File: config.mk
export PLATFORM = sky130hd
export DESIGN_NAME = reset_seq_ctrl
export DESIGN_NICKNAME = d
export VERILOG_FILES = /design/src/rtl/reset_seq_pkg.sv /design/src/rtl/reset_seq_ctrl.sv
export SDC_FILE = /design/constraint.sdc
export NUM_CORES = 1
export LEC_CHECK = 0
export CAP_MARGIN = 20
export CORE_MARGIN = 8
export CORE_UTILIZATION = 54
export DETAILED_ROUTE_END_ITERATION = 6
export PLACE_DENSITY = 0.88
export SYNTH_ARGS = -nofsm -noshare
export SYNTH_HDL_FRONTEND = slang
export SYNTH_SLANG_ARGS = --single-unit
File: constraint.sdc
create_clock -name CLK -period 2.76 [get_ports CLK]
set_clock_uncertainty 0.15 [all_clocks]
set_input_delay 0.414 -clock CLK [delete_from_list [all_inputs] [get_ports CLK]]
set_output_delay 0.414 -clock CLK [all_outputs]
set_load 0.05 [all_outputs]
File: src/rtl/reset_seq_pkg.sv
// -----------------------------------------------------------------------------
// reset_seq_pkg
// Shared types and helpers for the staged reset release sequencer.
//   seq_state_e  : FSM state encoding, also driven onto SEQ_STATE for debug.
//   cnt_width()  : width of the shared hold/timeout counter.
// -----------------------------------------------------------------------------
package reset_seq_pkg;

   typedef enum logic [2:0] {
      StHold    = 3'd0,
      StRelease = 3'd1,
      StWait    = 3'd2,
      StRun     = 3'd3,
      StError   = 3'd4
   } seq_state_e;

   // The counter must hold values up to max(hold, timeout) - 1; never narrower than 1 bit.
   function automatic int unsigned cnt_width(input int unsigned hold_cycles,
                                             input int unsigned timeout_cycles);
      int unsigned m;
      m = (hold_cycles > timeout_cycles) ? hold_cycles : timeout_cycles;
      return (m > 1) ? $clog2(m) : 1;
   endfunction

endpackage

File: src/rtl/reset_seq_ctrl.sv
// -----------------------------------------------------------------------------
// reset_seq_ctrl
// Staged reset release sequencer. Waits for FABRIC_RESET_N and PLL_LOCK to be
// stable for HOLD_CYCLES, then releases per-stage resets one at a time, waiting
// for each stage's ready before moving on. Any loss of fabric reset / PLL lock
// or a software request re-asserts all stage resets; a stage that never reports
// ready parks the sequencer in ERROR.
// Ports:
//   CLK, RST         clock, asynchronous active-high reset
//   FABRIC_RESET_N   synchronised fabric reset (active low)
//   PLL_LOCK         synchronised PLL lock
//   SW_RST_REQ       software reset request (level)
//   STAGE_READY      per-stage ready
//   STAGE_RESET_N    per-stage active-low reset (registered)
//   SEQ_DONE         all stages released and ready (registered)
//   SEQ_ERROR        stage timeout occurred (registered)
//   SEQ_STATE        current FSM state (debug)
// -----------------------------------------------------------------------------
module reset_seq_ctrl
   import reset_seq_pkg::*;
#(
   parameter int unsigned N_STAGES       = 3,
   parameter int unsigned HOLD_CYCLES    = 16,
   parameter int unsigned TIMEOUT_CYCLES = 1024
) (
   input  logic                CLK,
   input  logic                RST,
   input  logic                FABRIC_RESET_N,
   input  logic                PLL_LOCK,
   input  logic                SW_RST_REQ,
   input  logic [N_STAGES-1:0] STAGE_READY,
   output logic [N_STAGES-1:0] STAGE_RESET_N,
   output logic                SEQ_DONE,
   output logic                SEQ_ERROR,
   output logic [2:0]          SEQ_STATE
);

   localparam int unsigned CntW = cnt_width(HOLD_CYCLES, TIMEOUT_CYCLES);
   localparam int unsigned IdxW = (N_STAGES > 1) ? $clog2(N_STAGES) : 1;

   localparam logic [CntW-1:0] HoldLast    = CntW'(HOLD_CYCLES - 1);
   localparam logic [CntW-1:0] TimeoutLast = CntW'(TIMEOUT_CYCLES - 1);
   localparam logic [IdxW-1:0] IdxLast     = IdxW'(N_STAGES - 1);

   seq_state_e          state_q;
   logic [IdxW-1:0]     idx_q;
   logic [CntW-1:0]     cnt_q;
   logic [N_STAGES-1:0] stage_reset_n_q;
   logic                done_q;
   logic                error_q;

   logic            ok;
   logic [IdxW-1:0] idx_inc;

   assign ok      = FABRIC_RESET_N & PLL_LOCK & ~SW_RST_REQ;
   assign idx_inc = idx_q + IdxW'(1);

   // One shared counter: hold-stability count in HOLD, ready timeout in WAIT.
   always_ff @(posedge CLK or posedge RST) begin
      if (RST) begin
         state_q         <= StHold;
         idx_q           <= '0;
         cnt_q           <= '0;
         stage_reset_n_q <= '0;
         done_q          <= 1'b0;
         error_q         <= 1'b0;
      end else if (state_q != StError && !ok) begin
         // Abort outranks ready and timeout, including the final stage's ready.
         state_q         <= StHold;
         idx_q           <= '0;
         cnt_q           <= '0;
         stage_reset_n_q <= '0;
         done_q          <= 1'b0;
      end else begin
         unique case (state_q)
            StHold: begin
               if (cnt_q == HoldLast) begin
                  state_q            <= StRelease;
                  idx_q              <= '0;
                  stage_reset_n_q[0] <= 1'b1;
               end else begin
                  cnt_q <= cnt_q + CntW'(1);
               end
            end
            StRelease: begin
               cnt_q   <= '0;
               state_q <= StWait;
            end
            StWait: begin
               // Ready beats a timeout landing on the same edge.
               if (STAGE_READY[idx_q]) begin
                  if (idx_q == IdxLast) begin
                     state_q <= StRun;
                     done_q  <= 1'b1;
                  end else begin
                     idx_q                    <= idx_inc;
                     stage_reset_n_q[idx_inc] <= 1'b1;
                     state_q                  <= StRelease;
                  end
               end else if (cnt_q == TimeoutLast) begin
                  state_q         <= StError;
                  stage_reset_n_q <= '0;
                  error_q         <= 1'b1;
                  idx_q           <= '0;
               end else begin
                  cnt_q <= cnt_q + CntW'(1);
               end
            end
            StRun: begin
               state_q <= StRun;
            end
            StError: begin
               // PLL lock alone cannot clear an error; needs software or fabric reset.
               if (SW_RST_REQ || !FABRIC_RESET_N) begin
                  state_q <= StHold;
                  error_q <= 1'b0;
                  cnt_q   <= '0;
               end
            end
            default: begin
               state_q <= StHold;
            end
         endcase
      end
   end

   assign STAGE_RESET_N = stage_reset_n_q;
   assign SEQ_DONE      = done_q;
   assign SEQ_ERROR     = error_q;
   assign SEQ_STATE     = state_q;

endmodule
### Word-level counts from Yosys, hierarchy flattened

Cells that the tools add are included.
Widths: inputs -> output; s select.

| storage, ports and cells | value |
|---|---|
| register bits | 20 |
| input bits | 8 |
| output and inout port bits | 8 |
| word-level logic and storage cells | 93 |

| cells by class | value |
|---|---|
| add/subtract/negate cells | 2 |
| order comparisons | 3 |
| equality and inequality tests | 19 |
| mux-type cells | 38 |
| bitwise logic cells | 5 |
| reduce and logical (&&, ||, !) cells | 19 |

Operator list:

| kind | count |
|---|---|
| $mux 10 | 5 |
| $pmux 10 s4 | 1 |
| $mux 3 | 9 |
| $ne 3x3->1 const B | 7 |
| $pmux 3 s5 | 1 |
| $mux 2 | 7 |
| $add 10x1->10 const B | 1 |
| $eq 10x10->1 const B | 1 |
| $eq 10x4->1 const B | 1 |
| $mux 1 | 10 |
| $reduce_and 5->1 | 2 |
| $reduce_and 3->1 | 3 |
| $ne 4x4->1 const B | 2 |
| $reduce_bool 2->1 | 4 |
| $eq 3x2->1 const B | 2 |
| $lt 2x3->1 const B | 2 |
| $ne 2x2->1 const B | 3 |
| $reduce_bool 3->1 | 2 |
| $reduce_bool 5->1 | 1 |
| $pmux 1 s2 | 2 |
| $pmux 2 s2 | 1 |
| $reduce_and 4->1 | 1 |
| $eq 3x1->1 const B | 1 |
| $eq 3x3->1 const B | 1 |
| other kinds (12) | 16 |

### Logic depth before layout (Yosys ltp)

| logic depth | value |
|---|---|
| depth after elaboration | 10 |
| depth in mapped cells | 7 |
| depth with buffers taken out | 6 |

### Worst setup path before layout

OpenSTA, ideal clock, no wires.

| timing path | value |
|---|---|
| kind | register -> register |
| start | register state_q[0] (netlist: SEQ_STATE[0]) |
| end | register cnt_q[4] |
| arrival | 1.751 ns |
| required time | 2.483 ns |
| slack | 0.732 ns |
| cell stages (with the launch flop) | 7 |
| buffers on the path | 1 |
| path through | dfrtp_1 -> buf_2 -> nor2_1 -> nand2_1 -> nor2_1 -> a21o_1 -> o32a_2 |

| between the ends | value |
|---|---|
| longest elaborated chain between the ends | 4 |
| elaborated cells on any way between the ends | 14 |
| those cells by class | eq/ne: 8; mux: 2; reduce/logical: 4 |

Ends and longest elaborated chain:

| item | RTL line | text |
|---|---|---|
| from (decl) | reset_seq_ctrl.sv:45 | `seq_state_e state_q;` |
| from (signal assigned) | reset_seq_ctrl.sv:61 | `state_q <= StHold;` |
| from (signal assigned) | reset_seq_ctrl.sv:69 | `state_q <= StHold;` |
| from (signal assigned) | reset_seq_ctrl.sv:78 | `state_q <= StRelease;` |
| $ne 3x3->1 | reset_seq_ctrl.sv:67 | `end else if (state_q != StError && !ok) begin` |
| $logic_and 1x1->1 | reset_seq_ctrl.sv:67 |  |
| $ne 3x3->1 (no line) / $reduce_bool 5->1 (equally long branches) | -- |  |
| $reduce_and 5->1 (no line) | -- |  |
| to (signal assigned) | reset_seq_ctrl.sv:82 | `cnt_q <= cnt_q + CntW'(1);` |
| to (signal assigned) | reset_seq_ctrl.sv:106 | `cnt_q <= cnt_q + CntW'(1);` |
| to (decl) | reset_seq_ctrl.sv:47 | `logic [CntW-1:0] cnt_q;` |

Parallel ways exist; a longest one is shown, timed or not.
A chain may end at the register's enable or synchronous reset.

### Final worst setup path

| timing path | value |
|---|---|
| start | register state_q[1] (netlist: SEQ_STATE[1]) |
| end | output SEQ_STATE[1] |

RTL lines:

| item | RTL line | text |
|---|---|---|
| to (decl) | reset_seq_ctrl.sv:35 | `output logic [2:0] SEQ_STATE` |

No word-level cell between the ends.

==> metrics.md <==
| Metric | Value |
|---|---|
| Flop pwr share | `49.3%` |
| Routed len/inst | `16.7 um` |
| Final wirelength | `3110 um` |
| Max_cap viols | `0` |
| Worst setup EP type | `primary output` |
| RSZ-0062 raised after global routing | `no` |
| Crit path max-delay family | `buffers and inverters` |
| Setup violators final | `0` |
| CTS Hold Bufs | `0` |
| Simple-Gate Fraction of Synth Area | `26.0%` |
| Syn_nets | `154` |
| Crit path DAT | `1840 ps` |
| Row count | `18` |
| Synthesized instance count | `141` |
| Synth Area in Compound Gates | `23.2%` |
| Maximum clock rate | `416 MHz` |
| Clk network pwr share | `40.3%` |
| Via count | `1,166` |
| EDFF count, synth | `0` |
| PortBufs | `15` |
| DR iter-0 viols | `81` |
| Slowest-stage cell, CP | `clkdlybuf4s50_1` |
| Worst hold margin | `367 ps` |
| Outcome | `finished, final reports clean` |
| Largest family of logic cells by synthesized area | `simple AND/OR/NAND/NOR gates` |
| Sequential-to-total area share from yosys stat | `38.4%` |
| CTS root buffer | `clkbuf_4` |
| Initial core utilization | `54.7%` |
| Post-synth top area cell | `dfrtp_1` |
| Worst-Skew Late Latency | `320 ps` |
| Yosys warns | `0` |
| WS Path Type | `flop to primary output` |
| WP depth | `1` |
| Worst Path Buf+Inv | `1` |
| Pwr dens | `404 mW/mm^2` |
| Crit-path max FO | `13` |
| Pre-Repair DR Iteration Count | `4` |
| Int Power | `0.470 mW` |
| CORE AREA | `0.00239 mm^2` |
| CTS max path bufs | `2` |
| Die Ht | `65.2 um` |
| Top cell type's share of synthesized area | `38.4%` |
| Combinational Power Share | `10.4%` |
| Worst Setup Start Kind | `flop` |
| CTS sink count | `20` |
| Synthesized area per cell | `9.26 um^2` |
| Worst vdd ir | `0.285 mV` |
| # IOs | `16` |
| Register-to-Register Path Depth | `5` |
| Cells along the critical path | `clkdlybuf4s50_1` |
| First-pass GRT wire length | `5270 um` |
| Die Wd | `65.2 um` |
| ANT nets after route | `0` |
| Leak Pwr | `0.582 nW` |
| Post-synthesis mux area share | `2.40%` |
| Largest cells by area after synthesis | `dfrtp_1, ha_1, o32a_1` |
| Top_reg_cell synth | `dfrtp_1` |
| Setup total negative slack | `0 ps` |
| Initial antenna violation count | `0` |
| Post-synth cell types | `48` |
| # nets final | `170` |
| Grt ovf | `0` |
| Via density | `6.27` |
| Required @ worst endpoint | `2200 ps` |
| CTS tree | `yes` |
| Worst Tran Pin Value | `768 ps` |
| Final HPWL DP | `2230 um` |
| Post-CTS sizing | `0` |
| Max Slew Vio Count | `0` |
| Vias in the first global route | `1,140` |
| Most frequent cell after synthesis | `dfrtp_1` |
| Yosys reg bits | `20` |
| H-tree depth | `1` |
| Reg clk slew, reported paths | `130 ps` |
| Post-Synth XOR/XNOR Area | `0.671%` |
| # diodes | `0` |
| Share of cells above drive strength 1 | `10.9%` |
| Top cells by count, synth | `dfrtp_1, nand2_1, nor2_1, inv_1, nor3_1` |
| Largest stage delay on the critical path | `890 ps` |
| Num CTS Buffers | `3` |
| Post-synthesis adder-cell area fraction | `4.79%` |
| Asr flop ratio synth | `100%` |
| Hold WC Path Type | `input port to async pin` |
| Worst slew margin | `48.7%` |
| Final period util | `87.2%` |
| Hold Violations, Final | `0` |
| Die area | `0.00425 mm^2` |
| RD Place Congestion | `0.862` |
| Cell area after synthesis | `0.00131 mm^2` |
| Filler Cell Count | `203` |
| Switching share of power | `23.7%` |
| GRT Util Overall | `15.3%` |
| # DRC | `0` |
| Pin count of the biggest net entering global routing | `21` |
| Area Overhead vs Synth | `16.7%` |
| P_sw | `0.146 mW` |
| Setup repair bufs after CTS | `0` |
| Minimum clock period | `2410 ps` |
## final cells by class
cell class,count,area [um^2],share of cell area [%]
Clock buffer,3,22.5,1.48
Clock inverter,1,30.0,1.97
Inverter,8,30.0,1.97
Multi-Input combinational cell,108,744,48.9
Sequential cell,20,500,32.9
Tap cell,30,37.5,2.47
Timing Repair Buffer,16,158,10.4
## sequential cells by signal, indices dropped and copies added, names as in the netlist
register and cells:
SEQ_ERROR 1, idx_q 2, SEQ_DONE 1, cnt_q 10, STAGE_RESET_N 3, SEQ_STATE 3
## worst paths after layout
path,to,slack [ps],startpoint
worst min register to register,SEQ_ERROR,370,SEQ_ERROR
worst max-delay path,SEQ_STATE[1],350,SEQ_STATE[1]
worst max register to register,SEQ_STATE[0],660,SEQ_STATE[1]
min in group CLK,SEQ_ERROR,370,SEQ_ERROR
worst min-delay path,STAGE_RESET_N[0],370,RST
max in group asynchronous,SEQ_STATE[0],1610,RST
## power groups by stage
| stage | logic [mW] | clock network [mW] | registers, mW |
|---|---|---|---|
| floorplan | 0.0379 | 0 | 0.311 |
| detailed placement | 0.0635 | 0 | 0.309 |
| finish | 0.0638 | 0.248 | 0.304 |
| global placement | 0.0605 | 0 | 0.309 |
| global route | 0.0700 | 0.265 | 0.305 |
| CTS | 0.0638 | 0.254 | 0.304 |
## routing by layer
layer  global-route usage (%)  wire (um)
met4                     7.08         57
met2                     26.9       1500
met1                     17.7       1360
met5                        0          0
met3                     2.72        188
## kinds of logic (layout without fill, tap and decap cells)
group / after synthesis / after routing
mux: 3 / 3
fa+ha+maj: 5 / 5
simple gates: 60 / 60
buf+inv: 13 / 28
flops: 20 / 20
compound gates: 39 / 39
xor+xnor: 1 / 1
## placed cells by master (no fill, tap or decap), drive strengths merged, types with 2 or more instances in the layout
master,count
dfrtp,20
nand2,15
clkdlybuf4s50,15
nor2,12
nor3,8
inv,8
o21ai,8
o32a,7
a21oi,5
ha,5
o21a,5
nand4,4
nand3,4
nor4,4
clkbuf,3
mux2i,2
a22oi,2
nor3b,2
nand2b,2
and4,2
nand3b,2
## per-stage QoR
step | utilization [%] | instances | setup slack [ps] | total power [mW] | area [um^2]
6_report | 63.8 | 186 | 354 | 0.615 | 1520
5_1_grt | 63.8 | 186 | 293 | 0.640 | 1520
4_1_cts | 63.8 | 186 | 335 | 0.621 | 1520
3_5_place_dp | 61.6 | 182 | 213 | 0.373 | 1470
3_3_place_gp | 61.6 | 182 | 333 | 0.369 | 1470
2_1_floorplan | - | 141 | 732 | 0.349 | 1310
(Power assumes the default switching activity.)
==> patch 1: new RTL, same settings <==
The parameter `N_STAGES` goes from 3 to 6.
--- a/src/rtl/reset_seq_ctrl.sv
+++ b/src/rtl/reset_seq_ctrl.sv
@@ -19,7 +19,7 @@
 module reset_seq_ctrl
    import reset_seq_pkg::*;
 #(
-   parameter int unsigned N_STAGES       = 3,
+   parameter int unsigned N_STAGES       = 6,
    parameter int unsigned HOLD_CYCLES    = 16,
    parameter int unsigned TIMEOUT_CYCLES = 1024
 ) (
Ports: changed (resized STAGE_READY and STAGE_RESET_N); port bits go from 16 to 22. The function was not compared with the original's and may differ.
==> patch 1 against the unedited design <==
Worst setup slack worse by 110 ps. Fmax down 4.4%. Clock power down 24%. Cell area up 19%. Power down 2.0%. Sequential power up 17%. Critical path type is now reg2reg. Wire length up 14%. Area after synthesis up 17%. Via count up 18%. Die area up 13%. Sequential cell count up 4.
==> patch 1: results (changes against the unedited design) <==
| Metric | Value |
|---|---|
| Skew-Pair Late Insertion Delay | `320 ps (about the same)` |
| GPL Wtd Cong | `0.890 (+3.3%)` |
| Max reg flops | `10 (unchanged)` |
| Setup slack, reg-to-reg | `240 ps (-420 ps)` |
| CP peak stage delay | `590 ps (-300 ps)` |
| CTS Buf Count | `3 (unchanged)` |
| Post-Route WL | `3560 um (+14%)` |
| Delay-heaviest family, CP | `simple AND/OR/NAND/NOR gates` |
| Routed wire per std cell | `16.6 um (-0.74%)` |
| Setup Buffers After CTS | `0 (unchanged)` |
| # fillers | `230 (+13%)` |
| Antenna violations before repair | `0 (unchanged)` |
| Critical Path Fanout Max | `9 (-4)` |
| Post-synth ARST share | `1.00 (unchanged)` |
| GRT Total Usage | `0.148 (-0.00504)` |
| Register area share after synthesis | `0.392 (+0.00865)` |
| Clock tree buffer depth | `2 (unchanged)` |
| Largest Register | `cnt_q` |
| # diodes | `0 (unchanged)` |
| CTS H-Tree Depth | `1 (unchanged)` |
| Syn Nets | `176 (+14%)` |
| Area contributors post-synth | `dfrtp_1 (39%), o31ai_1 (5.4%), nor2_1 (3.9%)` |
| Avg Inst Size Synth | `9.45 um^2 (+2.1%)` |
| Yosys warns | `0 (unchanged)` |
| CP max-delay cell | `or4_4` |
| CTS root buffer | `clkbuf_4` |
| Vias in the first global route | `1,386 (+22%)` |
| Reg2reg path depth | `6 (+1)` |
| Dpl cells | `210 (+15%)` |
| Min-delay worst type | `in2async` |
| Synth cell types | `56 (+17%)` |
| Via density | `6.41 (+2.3%)` |
| CTS resizes | `0 (unchanged)` |
| Final #Nets | `198 (+16%)` |
| Slew @ Worst Pin | `673 ps (-95.6 ps)` |
| Crit path capture | `idx_q[0]$_DFFE_PP0P_` |
| IR drop worst, VDD | `313 uV (+9.6%)` |
| Share of cells above drive strength 1 | `0.115 (+0.00578)` |
| First-pass GRT wire length | `6160 um (+17%)` |
| Starting DRT DRC Count | `78 (-3.7%)` |
| Largest net degree at the start of global routing | `25 (+19%)` |
| Router iterations before antenna repair | `4 (unchanged)` |
| Port bufs | `21 (+6)` |
| Worst-path clk slew | `140 ps` |
| Status | `complete, no violations` |
| Hold slack | `267 ps (-100 ps)` |
| Synth top cells by count | `dfrtp_1 (24), nor2_1 (16), nand2_1 (11), o31ai_1 (11)` |
| Crit. Startpoint | `cnt_q[1]$_DFFE_PP0P_` |
| Post-DP HPWL | `2620 um (+17%)` |
| Dpl cell area | `1760 um^2 (+20%)` |
| Pleak | `0.773 nW (+33%)` |
## patch 1: cell count changes in the layout (fill, tap and decap cells not counted), sizes merged, moves of 3 or more
cell           unedited run  this run
a21oi                     5         8
a31oi                     0         4
nand2                    15        11
o31ai                     1        11
clkdlybuf4s50            15        21
nand4                     4         1
nand3                     4        10
nor3                      8         4
a22o                      0         4
dfrtp                    20        24
nor2                     12        16
o32a                      7         0
o21a                      5         0
## patch 1: logic make-up (layout without fill, tap and decap cells)
| group | count (synthesis) | in the layout | share of synthesized area |
|---|---|---|---|
| flops | 24 | 24 | 0.392 |
| xor+xnor | 2 | 2 | 0.0114 |
| fa+ha+maj | 3 | 3 | 0.0245 |
| simple gates | 62 | 62 | 0.225 |
| buf+inv | 15 | 36 | 0.0449 |
| compound gates | 52 | 52 | 0.264 |
| mux | 4 | 4 | 0.0384 |
## patch 1: per-stage QoR
stage / worst slack (ps) / utilization
final: 243 / 0.660
after floorplan: 471 / -
after detailed placement: 226 / 0.645
after global placement: 269 / 0.645
after CTS: 250 / 0.659
after global routing: 151 / 0.660
## patch 1: where the power goes
part	internal [mW]	leakage [nW]	total (mW)	switching [mW]
clock network	0.0807	0.0210	0.188	0.107
registers	0.354	0.331	0.356	0.00189
logic	0.0257	0.421	0.0591	0.0334
total	0.460	0.773	0.603	0.143
## patch 1: final cells by class
class                   count  area, um^2  share of cell area
repair buffers             24         233               0.129
well taps                  31        38.8              0.0215
flip-flops and latches     24         601               0.333
inverters                   8        30.0              0.0166
multi-input cells         123         867               0.480
clock buffers               4        36.3              0.0201
## patch 1: metal layers
layer / GRT usage / vias up / share of wire
li1: - / 646 / -
met1: 0.174 / 676 / 0.43
met2: 0.261 / 46 / 0.50
met3: 0.0343 / 4 / 0.059
met4: 0.0410 / 0 / 0.0079
met5: 0 / - / 0
==> patch 2: new RTL, same settings <==
Made on the original files. Register the output `SEQ_ERROR` once more, with the module's reset; this adds one clock of latency there. The other outputs are not delayed to match. Comments in the files are not updated.
--- a/src/rtl/reset_seq_ctrl.sv
+++ b/src/rtl/reset_seq_ctrl.sv
@@ -126,7 +126,13 @@
 
    assign STAGE_RESET_N = stage_reset_n_q;
    assign SEQ_DONE      = done_q;
-   assign SEQ_ERROR     = error_q;
+   always_ff @(posedge CLK or posedge RST) begin
+      if (RST) begin
+         SEQ_ERROR <= '0;
+      end else begin
+         SEQ_ERROR <= error_q;
+      end
+   end
    assign SEQ_STATE     = state_q;
 
 endmodule
Behaviour: no difference found for any inputs over 10 cycles, from zero or initial values and one cycle with RST high; that may be too few to reach the edited logic, so the function may still have changed.
==> patch 2 against the unedited design <==
Power fell by 16%. Cell area rose by 2.6%. First-iteration DRC count increased by 19%. Die area increased by 1.4%. Highest routed layer unchanged. Sequential cell count grew 1. Wire length increased by 4.1%. Count of clock-buffer cells in the layout is the same. Worst hold slack worse by 130 ps. Non-clock buffer count grew 2. Area after synthesis up 1.8%. Worst setup slack better by 31 ps.
==> patch 2: results (changes against the unedited design) <==
| Metric | Value |
|---|---|
| Share of cells above drive strength 1 | `0.101 (-0.00835)` |
| Syn Nets | `151 (-1.9%)` |
| Synth top cells by count | `dfrtp_1 (21), nand3_1 (10), nor2_1 (9), o21ai_0 (9), o31ai_1 (7)` |
| Area contributors post-synth | `dfrtp_1 (40%), ha_1 (4.7%), o31ai_1 (4.0%)` |
| Part of the power in combinational logic | `0.107 (+0.003)` |
| Max frequency | `421 MHz (+1.3%)` |
| # diodes | `0 (unchanged)` |
| Hold slack | `242 ps (-125 ps)` |
| Design Power | `0.519 mW (-16%)` |
| Final Non-Filler Cells | `189 (+1.6%)` |
| Met1 Resource Use GR | `0.184 (+0.00716)` |
| Post-Route WL | `3240 um (+4.1%)` |
| CTS resizes | `0 (unchanged)` |
| Largest net degree at the start of global routing | `22 (+4.8%)` |
| Avg Inst Size Synth | `9.63 um^2 (+4.0%)` |
| Status | `complete, no violations` |
| First-pass GRT wire length | `5530 um (+5.0%)` |
| DR WL met2 | `1570 um (+4.5%)` |
| Clk power | `0.151 mW (-39%)` |
| Final #Nets | `173 (+1.8%)` |
| Largest Register | `cnt_q` |
| Min-delay worst type | `reg2reg` |
| Slew @ Worst Pin | `782 ps (+13.7 ps)` |
| Setup slack, reg-to-reg | `380 ps (-280 ps)` |
| CP arrival | `2470 ps (+630 ps)` |
| Post-DP HPWL | `2410 um (+8.0%)` |
| Via density | `6.47 (+3.1%)` |
| Register area share after synthesis | `0.395 (+0.0120)` |
| Critical Path Fanout Max | `8 (-5)` |
| Met3 Resource Use GR | `0.0425 (+0.0153)` |
| Pre-CTS WS | `330 ps (+117 ps)` |
| M1 WL | `1430 um (+5.0%)` |
| Dpl cell area | `1540 um^2 (+4.4%)` |
| Pleak | `0.651 nW (+12%)` |
| Met2 GRT Util | `0.267 (-0.00246)` |
| Starting DRT DRC Count | `96 (+19%)` |
| Sw power | `0.132 mW (-9.6%)` |
| GRT Total Usage | `0.156 (+0.00258)` |
| GPL Wtd Cong | `0.941 (+9.2%)` |
| # fillers | `209 (+3.0%)` |
| Vias in the first global route | `1,196 (+4.9%)` |
| Synth cell types | `40 (-17%)` |
| IR drop worst, VDD | `290 uV (+1.6%)` |
## patch 2: cell types whose count changed in the layout (fill, tap and decap cells not counted), moves of 4 or more
cell | unedited run | this run
nand2_1 | 15 | 6
o31ai_1 | 1 | 7
nand3_1 | 4 | 10
a31oi_1 | 0 | 4
and3_1 | 0 | 4
o32a_1 | 6 | 1
## patch 2: critical path, stage by stage, from the launching register on
cell and delay [ps]:
dfrtp_1 490, or4_4 550, or4_4 440, a32oi_4 310, o21ai_2 150, a211oi_2 220
## patch 2: final cells by class
type	instances	area [um^2]	area share
multi-input cells	110	777	0.497
flip-flops and latches	21	526	0.336
clock buffers	3	22.5	0.0144
clock inverters	1	5.00	0.00320
inverters	6	22.5	0.0144
repair buffers	18	173	0.110
well taps	30	37.5	0.0240
## patch 2: cell families after synthesis
| family | count (synthesis) | share of synthesized area |
|---|---|---|
| AO/OA/AOI/OAI | 45 | 0.260 |
| adder cells (fa/ha/maj) | 5 | 0.0471 |
| multiplexers | 5 | 0.0377 |
| XOR/XNOR | 1 | 0.00659 |
| buffers and inverters | 7 | 0.0198 |
| flip-flops | 21 | 0.395 |
| AND/OR/NAND/NOR | 54 | 0.234 |
## patch 2: worst paths after layout
check / cells after the start / from / end
max: 5 / cnt_q[5]$_DFFE_PP0P_ / STAGE_RESET_N[0]$_DFFE_PP0P_
min: 0 / error_q$_DFFE_PP0P_ / SEQ_ERROR$_DFF_PP0_
max reg2reg: 5 / cnt_q[5]$_DFFE_PP0P_ / STAGE_RESET_N[0]$_DFFE_PP0P_
min reg2reg: 0 / error_q$_DFFE_PP0P_ / SEQ_ERROR$_DFF_PP0_
max in group asynchronous: 2 / RST / cnt_q[8]$_DFFE_PP0P_
min in group asynchronous: 2 / RST / idx_q[1]$_DFFE_PP0P_
